File: src/rtl/rf_wb_arbiter.sv
// -----------------------------------------------------------------------------
// rf_wb_arbiter
//   Shares the single write port of the register file between NumReq writeback
//   requesters using round-robin arbitration. The granted request is staged in
//   a register that drives the register file write port one cycle after the
//   handshake. The staged write is forwarded to both read ports so that a
//   reader never sees stale data while the write is in flight.
//
//   Optional feature macro: ZERO_REG_PROTECT_EN
//     defined   : address 0 is hard-wired to zero. Requests to it handshake but
//                 are dropped, and reads of it return 0.
//     undefined : address 0 is an ordinary register.
//
// Ports
//   clk        in   system clock
//   rst        in   synchronous active-high reset
//   req_valid  in   [NumReq]              per-requester write request
//   req_addr   in   [NumReq*IndexWidth]   packed destination addresses
//   req_data   in   [NumReq*DataWidth]    packed write data
//   req_ready  out  [NumReq]              one-hot grant (combinational)
//   wr_en      out                        register file write enable
//   wr_addr    out  [IndexWidth]          register file write address
//   wr_data    out  [DataWidth]           register file write data
//   rd_addr1   in   [IndexWidth]          read address 1
//   rd_addr2   in   [IndexWidth]          read address 2
//   rf_rdata1  in   [DataWidth]           register file read data 1
//   rf_rdata2  in   [DataWidth]           register file read data 2
//   rd_data1   out  [DataWidth]           forwarded read data 1
//   rd_data2   out  [DataWidth]           forwarded read data 2
//   wr_count   out  [16]                  committed write count, saturating
// -----------------------------------------------------------------------------
module rf_wb_arbiter #(
  parameter int DataWidth  = 64,
  parameter int NumRegs    = 32,
  parameter int IndexWidth = $clog2(NumRegs),
  parameter int NumReq     = 3
) (
  input  logic                         clk,
  input  logic                         rst,
  input  logic [NumReq-1:0]            req_valid,
  input  logic [NumReq*IndexWidth-1:0] req_addr,
  input  logic [NumReq*DataWidth-1:0]  req_data,
  output logic [NumReq-1:0]            req_ready,
  output logic                         wr_en,
  output logic [IndexWidth-1:0]        wr_addr,
  output logic [DataWidth-1:0]         wr_data,
  input  logic [IndexWidth-1:0]        rd_addr1,
  input  logic [IndexWidth-1:0]        rd_addr2,
  input  logic [DataWidth-1:0]         rf_rdata1,
  input  logic [DataWidth-1:0]         rf_rdata2,
  output logic [DataWidth-1:0]         rd_data1,
  output logic [DataWidth-1:0]         rd_data2,
  output logic [15:0]                  wr_count
);

  localparam int PtrWidth = (NumReq > 1) ? $clog2(NumReq) : 1;

  logic [PtrWidth-1:0]   rr_ptr_r;
  logic                  wr_en_r;
  logic [IndexWidth-1:0] wr_addr_r;
  logic [DataWidth-1:0]  wr_data_r;
  logic [15:0]           wr_count_r;

  logic                  found_s;
  logic [PtrWidth-1:0]   gnt_idx_s;
  logic [PtrWidth:0]     sum_s;
  logic [PtrWidth-1:0]   idx_s;
  logic [NumReq-1:0]     ready_s;
  logic [IndexWidth-1:0] sel_addr_s;
  logic [DataWidth-1:0]  sel_data_s;
  logic                  do_write_s;
  logic [PtrWidth-1:0]   next_ptr_s;
  logic [DataWidth-1:0]  rd_data1_s;
  logic [DataWidth-1:0]  rd_data2_s;

  // Round-robin search: first valid index at or after rr_ptr, wrapping.
  always_comb begin
    found_s   = 1'b0;
    gnt_idx_s = '0;
    sum_s     = '0;
    idx_s     = '0;
    for (int k = 0; k < NumReq; k++) begin
      sum_s = {1'b0, rr_ptr_r} + (PtrWidth+1)'(k);
      if (sum_s >= (PtrWidth+1)'(NumReq)) begin
        sum_s = sum_s - (PtrWidth+1)'(NumReq);
      end else begin
        sum_s = sum_s;
      end
      idx_s = sum_s[PtrWidth-1:0];
      if (!found_s && req_valid[idx_s]) begin
        found_s   = 1'b1;
        gnt_idx_s = idx_s;
      end else begin
        found_s   = found_s;
      end
    end
  end

  // One-hot grant, suppressed during reset; selects the winner's payload.
  always_comb begin
    ready_s    = '0;
    sel_addr_s = req_addr[gnt_idx_s*IndexWidth +: IndexWidth];
    sel_data_s = req_data[gnt_idx_s*DataWidth +: DataWidth];
    if (found_s && !rst) begin
      ready_s[gnt_idx_s] = 1'b1;
    end else begin
      ready_s = '0;
    end
  end

  // Decide whether the grant turns into a register file write.
  always_comb begin
    do_write_s = 1'b0;
    if (found_s && !rst) begin
`ifdef ZERO_REG_PROTECT_EN
      // Register 0 is constant zero: the handshake completes but is dropped.
      do_write_s = (sel_addr_s != {IndexWidth{1'b0}});
`else
      do_write_s = 1'b1;
`endif
    end else begin
      do_write_s = 1'b0;
    end
  end

  // Pointer moves one past the granted requester, wrapping to 0.
  always_comb begin
    next_ptr_s = rr_ptr_r;
    if (gnt_idx_s == PtrWidth'(NumReq - 1)) begin
      next_ptr_s = '0;
    end else begin
      next_ptr_s = gnt_idx_s + PtrWidth'(1);
    end
  end

  // Arbiter pointer, staged write and committed-write counter.
  always_ff @(posedge clk) begin
    if (rst) begin
      rr_ptr_r   <= '0;
      wr_en_r    <= 1'b0;
      wr_addr_r  <= '0;
      wr_data_r  <= '0;
      wr_count_r <= 16'h0000;
    end else begin
      if (found_s) begin
        rr_ptr_r <= next_ptr_s;
      end
      wr_en_r <= do_write_s;
      if (do_write_s) begin
        wr_addr_r <= sel_addr_s;
        wr_data_r <= sel_data_s;
      end
      // Counter saturates instead of wrapping.
      if (wr_en_r && (wr_count_r != 16'hFFFF)) begin
        wr_count_r <= wr_count_r + 16'h0001;
      end
    end
  end

  // Read-port forwarding of the in-flight write.
  always_comb begin
    rd_data1_s = rf_rdata1;
    rd_data2_s = rf_rdata2;
    if (wr_en_r && (rd_addr1 == wr_addr_r)) begin
      rd_data1_s = wr_data_r;
    end else begin
      rd_data1_s = rf_rdata1;
    end
    if (wr_en_r && (rd_addr2 == wr_addr_r)) begin
      rd_data2_s = wr_data_r;
    end else begin
      rd_data2_s = rf_rdata2;
    end
`ifdef ZERO_REG_PROTECT_EN
    if (rd_addr1 == {IndexWidth{1'b0}}) begin
      rd_data1_s = '0;
    end else begin
      rd_data1_s = rd_data1_s;
    end
    if (rd_addr2 == {IndexWidth{1'b0}}) begin
      rd_data2_s = '0;
    end else begin
      rd_data2_s = rd_data2_s;
    end
`endif
  end

  assign req_ready = ready_s;
  assign wr_en     = wr_en_r;
  assign wr_addr   = wr_addr_r;
  assign wr_data   = wr_data_r;
  assign wr_count  = wr_count_r;
  assign rd_data1  = rd_data1_s;
  assign rd_data2  = rd_data2_s;

endmodule
File: config.mk
export PLATFORM = sky130hd
export DESIGN_NAME = rf_wb_arbiter
export DESIGN_NICKNAME = d
export VERILOG_FILES = /design/src/rtl/rf_wb_arbiter.sv
export SDC_FILE = /design/constraint.sdc
export NUM_CORES = 1
export LEC_CHECK = 0
export BUFFER_PORTS_ARGS = -buffer_cell sky130_fd_sc_hd__clkbuf_2
export CAP_MARGIN = 5
export CORE_AREA = 5 5 217 219
export CTS_CLUSTER_SIZE = 16
export DETAILED_ROUTE_END_ITERATION = 6
export DIE_AREA = 0 0 222 224
export GPL_ROUTABILITY_DRIVEN = 0
export PLACE_DENSITY = 0.46
export RECOVER_POWER = 100
export SLEW_MARGIN = 20
export SYNTH_ARGS = -nofsm -noshare
export SYNTH_HDL_FRONTEND = slang
export SYNTH_SLANG_ARGS = --single-unit
File: constraint.sdc
create_clock -name clk -period 3 [get_ports clk]
set_clock_uncertainty 0.2 [all_clocks]
set_input_delay 0 -clock clk [delete_from_list [all_inputs] [get_ports clk]]
set_output_delay 0 -clock clk [all_outputs]
set_load 0.01 [all_outputs]
## Word-level counts from Yosys, hierarchy flattened

Index checks and enable logic that the tools add are counted.

- $add $sub $neg: 7
- Multipliers: 1
- $lt $le $gt $ge: 8
- Equality and inequality tests: 4
- Shifts and indexed selects: 2
- Mux-type cells: 22
- Reduce and logical (&&, ||, !) cells: 10

Operator list:

| kind | count |
|---|---|
| $shiftx A192 B9 Y64 | 1 |
| $mux W64 | 2 |
| $add A16 B1 Y16 const B | 1 |
| $ne A16 B16 Y1 const B | 1 |
| $shiftx A15 B6 Y5 | 1 |
| $mux W2 | 7 |
| $lt A2 B3 Y1 const B | 4 |
| $eq A5 B5 Y1 | 2 |
| $mux W1 | 8 |
| $logic_and A1 B1 Y1 | 7 |
| $bmux W1 S2 | 3 |
| $ge A3 B2 Y1 const B | 2 |
| $sub A2 B2 Y2 const B | 3 |
| $mul A2 B3 Y5 const B | 1 |
| $add A2 B1 Y3 const B | 1 |
| $add A2 B2 Y3 const B | 1 |
| $logic_not A1 Y1 | 3 |
| $mux W3 | 1 |
| $add A2 B1 Y2 const B | 1 |
| $demux W1 S2 | 1 |
| $eq A2 B2 Y1 const B | 1 |
| $ge A2 B1 Y1 const B | 1 |
| $ge A2 B2 Y1 const B | 1 |

- Register bits: 88
- Input port bits: 350
- Output and inout port bits: 217
- Word-level logic and storage cells: 59

## Logic depth before layout (Yosys ltp)

Gate-level depths: netlist of the first run.

- Depth in word-level cells: 16
- Depth in mapped cells: 10
- Depth with buffers taken out: 8

## Worst setup path after synthesis of the first run

OpenSTA, ideal clock, no wires.

- Kind: flip-flop to flip-flop
- Start point: reg rr_ptr_r[0]
- End point: reg wr_data_r[15] (netlist: wr_data[15])
- Setup time: 128 ps
- Data arrival time: 2064 ps
- Required time: 2672 ps
- Path slack: 608 ps
- Cell stages (with the launch flop): 11
- Buffers on the path: 2
- Clock period less this slack: 2392 ps
- Cells stage by stage: dfxtp_1 -> inv_1 -> ha_1 -> buf_4 -> mux2i_2 -> o22a_1 -> a31o_2 -> inv_2 -> nand2_2 -> clkbuf_1 -> o21ai_1

- Cells in the longest elaborated chain, start to end: 13
- Elaborated cells on any way between the ends: 30
- Those cells by class: add/sub (5); order compare (3); shift (1); mux (16); reduce/logical (5)

Ends and longest elaborated chain:

| item | line | RTL |
|---|---|---|
| start, declared | 58 | `logic [PtrWidth-1:0] rr_ptr_r;` |
| start signal, assigned | 146 | `rr_ptr_r <= next_ptr_s;` |
| branches (longest 13 deep; another with $add A2 B1 Y3) | n/a |  |
| end signal, assigned | 151 | `wr_data_r <= sel_data_s;` |
| end, declared | 61 | `logic [DataWidth-1:0] wr_data_r;` |

Parallel ways; which one is timed is not known. The select of a mux whose other input is x is not followed.
A chain may end at the register's enable or synchronous reset.

## Final worst setup path of the first run

- Start point: reg rr_ptr_r[0]
- End point: reg wr_data_r[40] (netlist: wr_data[40])

The elaborated chain is that of the path after synthesis.

==> results of run 1 <==
## layout make-up
cell class | instances | share of cell area [%]
diodes | 1 | 0.0204
repair buffers | 816 | 43.1
flip-flops and latches | 88 | 14.4
multi-input cells | 498 | 33.6
well taps | 600 | 6.12
clock buffers | 10 | 1.95
inverters | 7 | 0.214
clock inverters | 6 | 0.551
## sequential cells by signal (all words and copies together), names as in the netlist
| signal | cells |
|---|---|
| rr_ptr_r | 2 |
| wr_addr | 5 |
| wr_count | 16 |
| wr_data | 64 |
| wr_en | 1 |
## through the flow
step                hold slack (ns)  instance area [um^2]  cells
floorplan                   -0.0676                  6170    646
global placement             0.0196                  9900   1796
detailed placement           0.0252                  9900   1796
CTS                           0.121                 12300   2021
global route                  0.133                 12300   2026
finish                        0.119                 12300   2026
## critical path, cell delays in order, from the launching register on
cell and delay (ns):
dfxtp_1 0.37, inv_1 0.08, ha_1 0.34, buf_4 0.18, nor3b_1 0.19, o21ai_1 0.14, a31o_2 0.32, buf_4 0.18
a31oi_1 0.17, dlygate4sd3_1 0.58, o21ai_1 0.06
## layout by cell type, fill, tap and decap left out, drive strengths merged, types with 3 or more instances in the layout
cell         Yosys  routed
nor4             5       5
xnor2           12      12
nor2b            3       3
nand3           25      25
a31oi           22      22
and3             4       4
nand4            5       5
o31ai           16      16
nor2            41      41
mux2i           54      54
and2             5       6
xor2            12      12
clkbuf          10     576
a32oi            4       4
buf             44      42
a22oi           49      49
nor3             3       3
inv              7       8
nand2            9       9
ha               5       5
dlygate4sd3      0     208
a21o            16      16
dfxtp           88      88
o21a             3       3
mux2           130     130
o21ai           57      57
## timing repair
action | CTS | global route
setup endpoints to repair | 77 | 4
setup buffers | 1 | 3
gates resized for setup | 4 | 8
hold buffers | 208 | 0
pin swaps | 2 | 2
cloned | 0 | 1
hold endpoints to repair | 69 | 0
## worst paths after layout
check,startpoint,to,slack [ns],cells after the start
hold / removal,rf_rdata2[48],rd_data2[48],0.12,3
setup / recovery,rr_ptr_r[0]$_SDFFE_PP0P_,wr_data[40]$_SDFFE_PP0P_,0.09,10
hold reg to reg,rr_ptr_r[0]$_SDFFE_PP0P_,rr_ptr_r[0]$_SDFFE_PP0P_,0.31,2
setup reg to reg,rr_ptr_r[0]$_SDFFE_PP0P_,wr_data[40]$_SDFFE_PP0P_,0.09,10
## per-layer routing
layer	up-vias	global-route usage (%)	part of all wire, %
met5	-	0	0.033
met4	2	6.04	3.5
met3	54	4.60	6.0
met2	358	25.2	49
met1	4009	17.9	42
li1	3999	-	-
## kinds of logic after synthesis
logic type                 count (synthesis)
muxes                                    184
AOI/OAI and AO/OA                        176
and+or+nand+nor                          108
DFF                                       88
buffers and inverters                     61
xor gates and xnor gates                  24
adders and majority gates                  5
## report_power, final
| part | internal (mW) | switching (mW) | leakage (nW) | total [mW] |
|---|---|---|---|---|
| logic | 1.83 | 2.19 | 4.71 | 4.02 |
| clock network | 0.672 | 0.576 | 0.145 | 1.25 |
| registers | 1.56 | 0.564 | 0.729 | 2.12 |
| total | 4.06 | 3.33 | 5.58 | 7.39 |
==> flow_summary.json, run 1 <==
{
  "status": "finished, final reports clean",
  "ir_drop_mv": 0.323,
  "post-route-period-util_pct": 97.0,
  "start_kind": "register",
  "first_pass_iters": 4,
  "fin_crit_ns": 2.91,
  "h-tree-depth": 3,
  "yosysMostFrequentCell": "mux2_2",
  "synth.ff_latch_count": 88,
  "fin_setup_tns_ns": 0,
  "cts_made_buffers": 9,
  "yosys-top-cells-count": "mux2_2, dfxtp_1, mux2i_1",
  "cts_buffer_depth": 2,
  "drive_above_1_share_pct": 49.3,
  "crit_type": "register to register",
  "fill_cells": 4840,
  "grt_pass1_vias": 8890,
  "syn-num-nets": 1001,
  "post_drt_via_cell_ratio": 4.16,
  "grt-ovfl-total": 0,
  "worstMarginPinSlew_ns": 0.537,
  "grt_pass1_wl_um": 57200,
  "die_x_um": 222,
  "syn_inst": 646,
  "synth_edf_count": 0,
  "synth_top_flop_cell": "dfxtp_1",
  "synthTopCellsByArea": "dfxtp_1, mux2_2, mux2i_1, a22oi_1, o21ai_1",
  "synth_cell_types": 54,
  "timing.fmax_ghz": 0.344,
  "yosysSeqAreaShare_pct": 28.6,
  "grt_max_degree": 51,
  "worst_ep_required_time_ns": 3.07,
  "hold_path.class": "primary input to output pin",
  "syn_area_um2": 6170,
  "end_kind": "register",
  "drt-initial-drc-count": 320,
  "synth-adder-area-share_pct": 1.01,
  "dp.final_hpwl_um": 31200,
  "avgSynthCellArea_um2": 9.55,
  "p_leak_nw": 5.58,
  "synth_xor_area_share_pct": 3.41,
  "syn_to_final_growth_pct": 98.9,
  "antenna_found_initial": 3,
  "multi_input_area_um2": 4130,
  "maxCapViolations": 0,
  "initial_core_util_pct": 13.7,
  "cp_max_fo": 9,
  "drv_slew": 0,
  "clkTransAtPathRegs_ns": 0.07,
  "ys_async_sr_fraction_pct": 0,
  "die_h_um": 224,
  "ant_nets": 0,
  "cts_tree": "done",
  "io_buffers": 566,
  "grt_usage_pct": 15.0,
  "numClockSinks": 88,
  "wire_per_inst_um": 19.4,
  "finish.utilization_pct": 27.3,
  "nNetsFinal": 1775,
  "netlist.area_leader.share_pct": 28.6,
  "regArea_um2": 1770,
  "fp-row-count": 78,
  "route.detailed.drc": 0,
  "pre_cts_slack_ns": 0.237,
  "crit_arrival_ns": 2.98,
  "core_um2": 44900,
  "synth_top_cell_by_area": "dfxtp_1",
  "relSlewSlack_pct": 63.9,
  "fin_ws_ns": 0.0901,
  "hold_viol_final": 0,
  "synth_top_family_by_area": "multiplexers",
  "p_total_mw": 7.39,
  "drt_wl_total_um": 39200,
  "ios": 567,
  "die_area_um2": 49700,
  "setup_viol": 0,
  "clkLatencyLatePin_ns": 0.38,
  "synth_simple_gate_area_share_pct": 8.97,
  "power_density_nw_per_um2": 602,
  "cts-root-buf": "clkbuf_16",
  "synth-compound-area-share_pct": 19.4,
  "muxShareOfSynthArea_pct": 32.9,
  "ys.warnings.count": 0,
  "vias": 8422
}
(Power assumes the default switching activity.)
==> run 2, diff against run 1 <==
- REMOVE_ABC_BUFFERS: unset -> 1
==> flow_summary.json, run 2 (synthesis results as in run 1) <==
{
  "io_buffers": 566,
  "cts_buffer_depth": 2,
  "cp_top_family": "buffers and inverters",
  "wire_per_inst_um": 19.3,
  "ir_drop_mv": 0.354,
  "cts_made_buffers": 9,
  "drv_slew": 0,
  "crit_chain": "xor2_1 -> nor4_1 -> and3_4 -> clkbuf_4 -> mux2_1 -> clkbuf_2",
  "final_cell_mix": "clkbuf_2, dlygate4sd3_1, clkbuf_1",
  "crit_type": "register to output pin",
  "p_leak_nw": 5.12,
  "fin_ws_ns": 0.106,
  "nNetsFinal": 1756,
  "clkLatencyLatePin_ns": 0.38,
  "fp-row-count": 78,
  "end_kind": "output pin",
  "grt_usage_pct": 14.7,
  "largest_register_ffs": 64,
  "core_um2": 44900,
  "post-route-period-util_pct": 96.5,
  "dp.final_hpwl_um": 30600,
  "crit_arrival_ns": 2.69,
  "ant_nets": 0,
  "ios": 567,
  "initial_core_util_pct": 13.7,
  "start_kind": "register",
  "cts-root-buf": "clkbuf_16",
  "pre_cts_slack_ns": 0.309,
  "setup_viol": 0,
  "grt_pass1_wl_um": 56400,
  "die_x_um": 222,
  "dp_cells": 1782,
  "clkTransAtPathRegs_ns": 0.08,
  "slowest_delay_ns": 0.47,
  "hold_path.class": "primary input to register",
  "power_density_nw_per_um2": 586,
  "fin_crit_ns": 2.89,
  "rsz0062_at_grt": "false",
  "relSlewSlack_pct": 58.0,
  "numClockSinks": 88,
  "p_total_mw": 6.93,
  "syn_to_final_growth_pct": 92.0,
  "die_area_um2": 49700,
  "drt_wl_total_um": 38700,
  "path_buf_inv": 2,
  "worst_ep_required_time_ns": 2.80,
  "maxCapViolations": 0,
  "fin_setup_tns_ns": 0,
  "hold_viol_final": 0,
  "instances_no_fill": 2007,
  "first_pass_iters": 4,
  "antenna_found_initial": 4,
  "vias": 8397,
  "post_drt_via_cell_ratio": 4.18,
  "status": "finished, final reports clean",
  "die_h_um": 224,
  "grt-ovfl-total": 0,
  "h-tree-depth": 3,
  "grt_max_degree": 46,
  "crit_slowest_cell": "clkbuf_4",
  "worstMarginPinSlew_ns": 0.630,
  "drt-initial-drc-count": 261,
  "final_common_cell": "clkbuf_2",
  "grt_pass1_vias": 8769,
  "cp_max_fo": 32,
  "cts_tree": "done",
  "timing.fmax_ghz": 0.346,
  "drive_above_1_share_pct": 39.4,
  "route.detailed.drc": 0
}
[run 2: worst register-to-register path, cell delays in order, from the launching register on]
cell	delay, ns
dfxtp_1	0.37
inv_1	0.08
ha_1	0.33
buf_4	0.18
nor3b_1	0.17
o21ai_0	0.17
a31o_2	0.33
nor2_4	0.24
clkbuf_1	0.22
buf_12	0.19
a22oi_1	0.13
o21ai_0	0.10
[run 2: power breakdown]
part           internal [mW]  switching, mW  leakage [nW]  total [mW]
logic                   1.61           2.07          4.25        3.68
registers               1.56          0.532         0.728        2.09
clock network          0.595          0.569         0.140        1.16
total                   3.76           3.17          5.12        6.93
[run 2: repair_timing]
action                     4_1_cts  5_1_grt
resized for setup                0        4
setup endpoints to repair        0        3
hold buffers                   207        0
setup buffers                    0        1
hold endpoints to repair        69        0
[run 2: layout make-up]
class | instances | area [um^2]
fill | 4904 | 33100
inverter | 7 | 26.3
antenna | 1 | 2.50
tap | 600 | 751
clock inverter | 6 | 51.3
timing repair buffer | 798 | 4920
multi-input combinational | 497 | 4090
sequential | 88 | 1760
clock buffer | 10 | 239
[run 2: worst paths after layout]
path	slack, ns	endpoint	start	cells after the start
worst max-delay path	0.11	rd_data2[6]	wr_addr[2]$_SDFFE_PP0P_	6
worst min-delay path	0.03	wr_count[14]$_SDFFE_PP0P_	rst	3
worst max register to register	0.24	wr_data[19]$_SDFFE_PP0P_	rr_ptr_r[0]$_SDFFE_PP0P_	11
worst min register to register	0.31	rr_ptr_r[0]$_SDFFE_PP0P_	rr_ptr_r[0]$_SDFFE_PP0P_	2
[run 2: per-stage QoR]
stage | util [%] | hold slack [ns] | cell area [um^2]
global placement | 21.6 | 0.0215 | 9710
detailed placement | 21.6 | 0.0246 | 9710
floorplan | - | -0.128 | 5840
CTS | 26.9 | 0.00145 | 12100
global route | 26.4 | 0.0311 | 11800
finish | 26.4 | 0.0290 | 11800
[run 2: per-layer routing]
layer | wire, um | GRT usage (%) | vias to the layer above | share of wire, %
met1 | 16600 | 18.2 | 4041 | 43
met2 | 18900 | 25.2 | 358 | 49
met3 | 2510 | 4.39 | 39 | 6.5
li1 | - | - | 3953 | -
met4 | 662 | 3.64 | 6 | 1.7
met5 | 41 | 0 | - | 0.11
